### src/rtl/rst_seq_pkg.sv
// Shared types and width helpers for the staged reset sequencer.
// Pulled into each clock domain's reset controller.
package rst_seq_pkg;

  typedef enum logic [1:0] {
    S_HOLD = 2'd0,
    S_REL  = 2'd1,
    S_RUN  = 2'd2
  } seq_state_t;

  function automatic int max2(input int a, input int b);
    return (a > b) ? a : b;
  endfunction

  // Bits needed to hold values 0..v, never less than one.
  function automatic int clog2_w(input int v);
    return (v < 1) ? 1 : $clog2(v + 1);
  endfunction

endpackage

### src/rtl/rst_sync_ff.sv
// Reset synchronizer: asserts asynchronously with rst_n and releases
// synchronously after SYNC_STAGES clock edges.
module rst_sync_ff #(
  parameter int SYNC_STAGES = 2
) (
  input  logic clk,
  input  logic rst_n,
  output logic rst_sync_n
);

  logic [SYNC_STAGES-1:0] sync_q;

  always_ff @(posedge clk or negedge rst_n) begin
    if (!rst_n) begin
      sync_q <= '0;
    end else begin
      sync_q <= {sync_q[SYNC_STAGES-2:0], 1'b1};
    end
  end

  assign rst_sync_n = sync_q[SYNC_STAGES-1];

endmodule

### src/rtl/reset_sequencer.sv
// Staged reset controller: one board reset fans out to NUM_STAGES per-block
// resets that assert together and release one by one, STAGE_DLY apart.
module reset_sequencer
  import rst_seq_pkg::*;
#(
  parameter int NUM_STAGES  = 4,
  parameter int SYNC_STAGES = 2,
  parameter int HOLD_CYC    = 8,
  parameter int STAGE_DLY   = 16
) (
  input  logic                  clk,
  input  logic                  rst_n,
  input  logic                  sw_rst_req,
  output logic [NUM_STAGES-1:0] stage_rst_n,
  output logic                  seq_done
);

  localparam int CNT_W = clog2_w(max2(HOLD_CYC, STAGE_DLY));
  localparam int IDX_W = clog2_w(NUM_STAGES);

  localparam logic [CNT_W-1:0] HOLD_LAST = CNT_W'(HOLD_CYC - 1);
  localparam logic [CNT_W-1:0] DLY_LAST  = CNT_W'(STAGE_DLY - 1);
  localparam logic [IDX_W-1:0] IDX_LAST  = IDX_W'(NUM_STAGES - 1);

  logic rst_sync_n;

  rst_sync_ff #(
    .SYNC_STAGES(SYNC_STAGES)
  ) u_rst_sync (
    .clk        (clk),
    .rst_n      (rst_n),
    .rst_sync_n (rst_sync_n)
  );

  seq_state_t            state_q, state_d;
  logic                  armed_q, armed_d;
  logic [CNT_W-1:0]      cnt_q, cnt_d;
  logic [IDX_W-1:0]      idx_q, idx_d;
  logic [NUM_STAGES-1:0] stage_q, stage_d;
  logic                  done_q, done_d;
  logic                  sw_req_p0;
  logic                  sw_rise;

  // Previous sample resets high so a request held through board reset is
  // not mistaken for a new edge.
  assign sw_rise = sw_rst_req & ~sw_req_p0;

  always_comb begin
    state_d = state_q;
    armed_d = 1'b1;
    cnt_d   = cnt_q;
    idx_d   = idx_q;
    stage_d = stage_q;
    done_d  = done_q;

    if (sw_rise) begin
      state_d = S_HOLD;
      cnt_d   = '0;
      idx_d   = '0;
      stage_d = '0;
      done_d  = 1'b0;
    end else if (!armed_q) begin
      // First edge with the synchronized reset released: hold starts here.
      state_d = S_HOLD;
      cnt_d   = '0;
    end else begin
      case (state_q)
        S_HOLD: begin
          if (cnt_q == HOLD_LAST) begin
            cnt_d   = '0;
            idx_d   = IDX_W'(1);
            stage_d = NUM_STAGES'(1);
            if (NUM_STAGES == 1) begin
              state_d = S_RUN;
              done_d  = 1'b1;
            end else begin
              state_d = S_REL;
            end
          end else begin
            cnt_d = cnt_q + CNT_W'(1);
          end
        end
        S_REL: begin
          if (cnt_q == DLY_LAST) begin
            cnt_d   = '0;
            idx_d   = idx_q + IDX_W'(1);
            stage_d = (stage_q << 1) | NUM_STAGES'(1);
            if (idx_q == IDX_LAST) begin
              state_d = S_RUN;
              done_d  = 1'b1;
            end
          end else begin
            cnt_d = cnt_q + CNT_W'(1);
          end
        end
        S_RUN: begin
        end
        default: begin
          state_d = S_HOLD;
          cnt_d   = '0;
          idx_d   = '0;
          stage_d = '0;
          done_d  = 1'b0;
        end
      endcase
    end
  end

  always_ff @(posedge clk or negedge rst_sync_n) begin
    if (!rst_sync_n) begin
      state_q   <= S_HOLD;
      armed_q   <= 1'b0;
      cnt_q     <= '0;
      idx_q     <= '0;
      stage_q   <= '0;
      done_q    <= 1'b0;
      sw_req_p0 <= 1'b1;
    end else begin
      state_q   <= state_d;
      armed_q   <= armed_d;
      cnt_q     <= cnt_d;
      idx_q     <= idx_d;
      stage_q   <= stage_d;
      done_q    <= done_d;
      sw_req_p0 <= sw_rst_req;
    end
  end

  assign stage_rst_n = stage_q;
  assign seq_done    = done_q;

endmodule

### config.mk
export PLATFORM = sky130hd
export DESIGN_NAME = reset_sequencer
export DESIGN_NICKNAME = d
export VERILOG_FILES = /design/src/rtl/rst_seq_pkg.sv /design/src/rtl/rst_sync_ff.sv /design/src/rtl/reset_sequencer.sv
export SDC_FILE = /design/constraint.sdc
export NUM_CORES = 1
export LEC_CHECK = 0
export ABC_CLOCK_PERIOD_IN_PS = 1250
export CAP_MARGIN = 20
export CORE_MARGIN = 1
export CORE_UTILIZATION = 30
export DETAILED_ROUTE_END_ITERATION = 8
export PLACE_DENSITY = 0.43
export SYNTH_ARGS = -nofsm -noshare
export SYNTH_HDL_FRONTEND = slang
export SYNTH_HIERARCHICAL = 1
export SYNTH_SLANG_ARGS = --single-unit
### constraint.sdc
create_clock -name clk -period 1.25 [get_ports clk]
set_input_delay 0.1875 -clock clk [delete_from_list [all_inputs] [get_ports clk]]
set_output_delay 0.1875 -clock clk [all_outputs]
set_load 0.05 [all_outputs]
==> flow_summary_export.csv <==
group,metric,value,unit
status,status,"complete, but fails checks",
status,failed_checks,"negative setup slack",
routing,drt_iter0_markers,9,
placed_design,numPlacedInstances,148,
routing,drtAntennaViolNets,0,
worst_setup_path,worst_r2r_setup_slack,-370,ps
sta,max_freq,0.619,GHz
sta,setup-tns-final,-3750,ps
pwr,irDropWorstVdd,0.625,mV
worst_setup_path,timing.critical_path.fanout_max,5,
worst_setup_path,critical_path_buf_inv_count,1,
worst_setup_path,cp_slowest_cell,"dfrtp_1",
synthesis,synth-adder-area-share,6.91,%
synthesis,synth_xor_area_share,0.967,%
worst_setup_path,critPathLaunchType,"flip-flop",
synthesis,synth.area.mux_share,0,%
min_path,min-delay-path-class,"input pin to async pin",
final_layout,layout.cells.most_common,"buf_4",
worst_setup_path,rr_endpoint,"idx_q[1]",
synthesis,synthTopCellsByArea,"dfrtp_1, ha_1, a22o_1",
final_layout,post_route_cells_drive_above_1_share,47.5,%
clock_network,cts-htree-levels,1,
pwr,power_leakage,0.000653,uW
synthesis,yosysTopAreaCell,"dfrtp_1",
sta,grt_setup_unrepaired,"true",
routing,detail_route.wirelength,2.03,mm
worst_setup_path,timing.setup.critical_path_class,"flip-flop to flip-flop",
synthesis,synth_warnings,6,
worst_setup_path,required,1490,ps
worst_setup_path,cp-startpoint,"cnt_q[1]",
final_layout,antennaDiodeCount,0,
worst_setup_path,crit_family,"simple AND/OR/NAND/NOR gates",
clock_network,cts_tree,"done",
synthesis,synth.net_count,93,
sta,fin_ws,-366,ps
die,rows,19,
synthesis,syn_inst,85,
synthesis,synth.distinct_cells,31,
worst_setup_path,crit_path_cell_trace,"ha_2 > nand3_2 > inv_2 > ha_4 > nor3b_4 > nor2_2 > a21oi_4 > a22o_1",
final_layout,final_cell_mix,"buf_4, dfrtp_1, a22o_1",
die,starting_density_of_the_core,32.3,%
synthesis,synth_top_family_by_area,"compound AO/OA/AOI/OAI gates",
die,die_height,57.0,um
sta,finClkSkew,2.47,ps
placed_design,routabilityCongestion,0.807,
final_layout,stdcell_count,153,
synthesis,post_synthesis_sequential_element_count,19,
clock_network,clock_tree.buffer_depth,2,
flow_run,drv.max_cap_violation_count,0,
die,pin_count,8,
worst_setup_path,timing.critical_path.arrival,1860,ps
sta,min_period,1620,ps
clock_network,clkSinkCount,19,
routing,iteration_count_of_the_initial_detailed_routing_pass,4,
clock_network,number_of_buffers_inserted_during_clock_tree_synthesis,3,
synthesis,post-synth-top-area-fraction,49.7,%
grt,grt_start_max_net_pins,11,
die,coreArea,2810,sq um
routing,post_drt_wl_per_cell,13.3,um
pwr,p_total,1040,uW
routing,vias,750,
routing,drc,0,
sta,report.final.hold_viol_count,0,
pwr,power.density,745,nW/um^2
worst_setup_path,cell_depth_of_the_worst_flop_to_flop_path,8,
clock_network,clk-insertion-delay-late,300,ps
grt,grt.total_usage,13.4,%
sta,post-route-period-util,129,%
placed_design,detailed_place_hpwl,1.54,mm
die,die_width,57.0,um
final_layout,areaGrowthSynthToFinish,54.1,%
synthesis,synthesis.area_per_instance,10.7,sq um
worst_setup_path,worstReg2RegStart,"cnt_q[1]",
grt,first_global_vias,732,
worst_setup_path,cp_slowest_stage_delay,400,ps
clock_network,ctsHoldBuffers,0,
grt,grt_first_pass_wirelength,3.26,mm
grt,global_route.overflow_total,0,
placed_design,buffer_ports.inserted,7,
synthesis,post_synth_and_or_nand_nor_area_fraction,15.1,%
sta,drv_slew,0,
sta,timing.final.setup_violations,14,
sta,whs,35.0,ps
grt,antenna_found_initial,0,
worst_setup_path,end_kind,"flip-flop",
synthesis,synth_compound_gate_area_share,19.8,%
placed_design,dp_slack,-423,ps
final_layout,nFillCells,265,
synthesis,mappedNetlistArea,906,sq um
routing,post_drt_via_cell_ratio,4.90,
synthesis,yosysSeqAreaShare,52.6,%
final_layout,finish.net_count,131,
clock_network,clk_transition_reported_paths,100,ps
clock_network,buffer_type_at_the_clock_tree_root,"clkbuf_4",
die,design.die.area,3240,sq um
==> cell type report <==
type | count | area (sq um) | share of cell area (%)
clock buffer | 4 | 26.3 | 1.88
timing repair buffer | 35 | 330 | 23.7
inverter | 7 | 26.3 | 1.88
tap | 31 | 38.8 | 2.78
sequential | 19 | 479 | 34.3
multi-input combinational | 57 | 495 | 35.5
==> cells in the mapped netlist <==
master,n
a31oi_1,2
o21ai_0,4
a32o_1,1
a22o_1,7
inv_1,7
nand4bb_1,1
clkbuf_1,1
nor2b_1,2
nand2_1,7
or2_0,1
xor2_1,1
nor2_1,3
dfstp_2,1
nor3b_2,1
conb_1,2
a21oi_2,1
buf_2,1
nand2b_1,2
o41ai_1,1
nor3_1,3
nand3_1,3
a21o_1,1
nand4_1,1
dfrtp_1,18
a21oi_1,3
a41oi_1,1
a2111oi_1,1
o21bai_1,1
nor3b_1,1
ha_1,5
a311oi_1,1
==> sequential cells by signal, summed over array words and instances (netlist names) <==
signal             flops
idx_q                  3
armed_q                1
cnt_q                  5
stage_rst_n            4
seq_done               1
state_q                2
sw_req_p0              1
u_rst_sync/sync_q      2
==> power breakdown <==
| part | internal [uW] | switching (uW) | total (uW) |
|---|---|---|---|
| clock network | 124 | 186 | 310 |
| registers | 628 | 14.0 | 642 |
| logic | 48.1 | 40.0 | 88.1 |
==> timing repair <==
action | CTS | global route
resized for setup | 8 | 10
buffers inserted | 1 | 2
setup endpoints to repair | 15 | 15
pin swaps | 12 | 7
gates cloned | 0 | 0
==> metrics by stage <==
step	util, %	instance area, sq um
finish	49.8	1400
global route	49.8	1400
CTS	48.0	1350
floorplan	-	941
global placement	46.1	1290
detailed placement	46.1	1290
==> worst max-delay path by stage <==
stage	depth (start not counted)	to
floorplan	8	cnt_q[3]
global placement	7	cnt_q[0]
detailed placement	8	idx_q[1]
CTS	8	idx_q[1]
global route	8	cnt_q[3]
finish	8	idx_q[1]
==> cell families after synthesis <==
| group | after synthesis |
|---|---|
| other | 2 |
| XOR/XNOR | 1 |
| AO/OA/AOI/OAI | 24 |
| buffers and inverters | 9 |
| flip-flops | 19 |
| AND/OR/NAND/NOR | 25 |
| adder cells (fa/ha/maj) | 5 |
==> layer usage <==
metal | vias up | routed length [um] | track usage (%)
met5 | - | 0 | 0
met4 | 0 | 17 | 2.09
met3 | 2 | 57 | 4.76
met2 | 9 | 994 | 21.3
met1 | 358 | 965 | 17.9
li1 | 381 | - | -
Power figures use the tool's default switching activity.
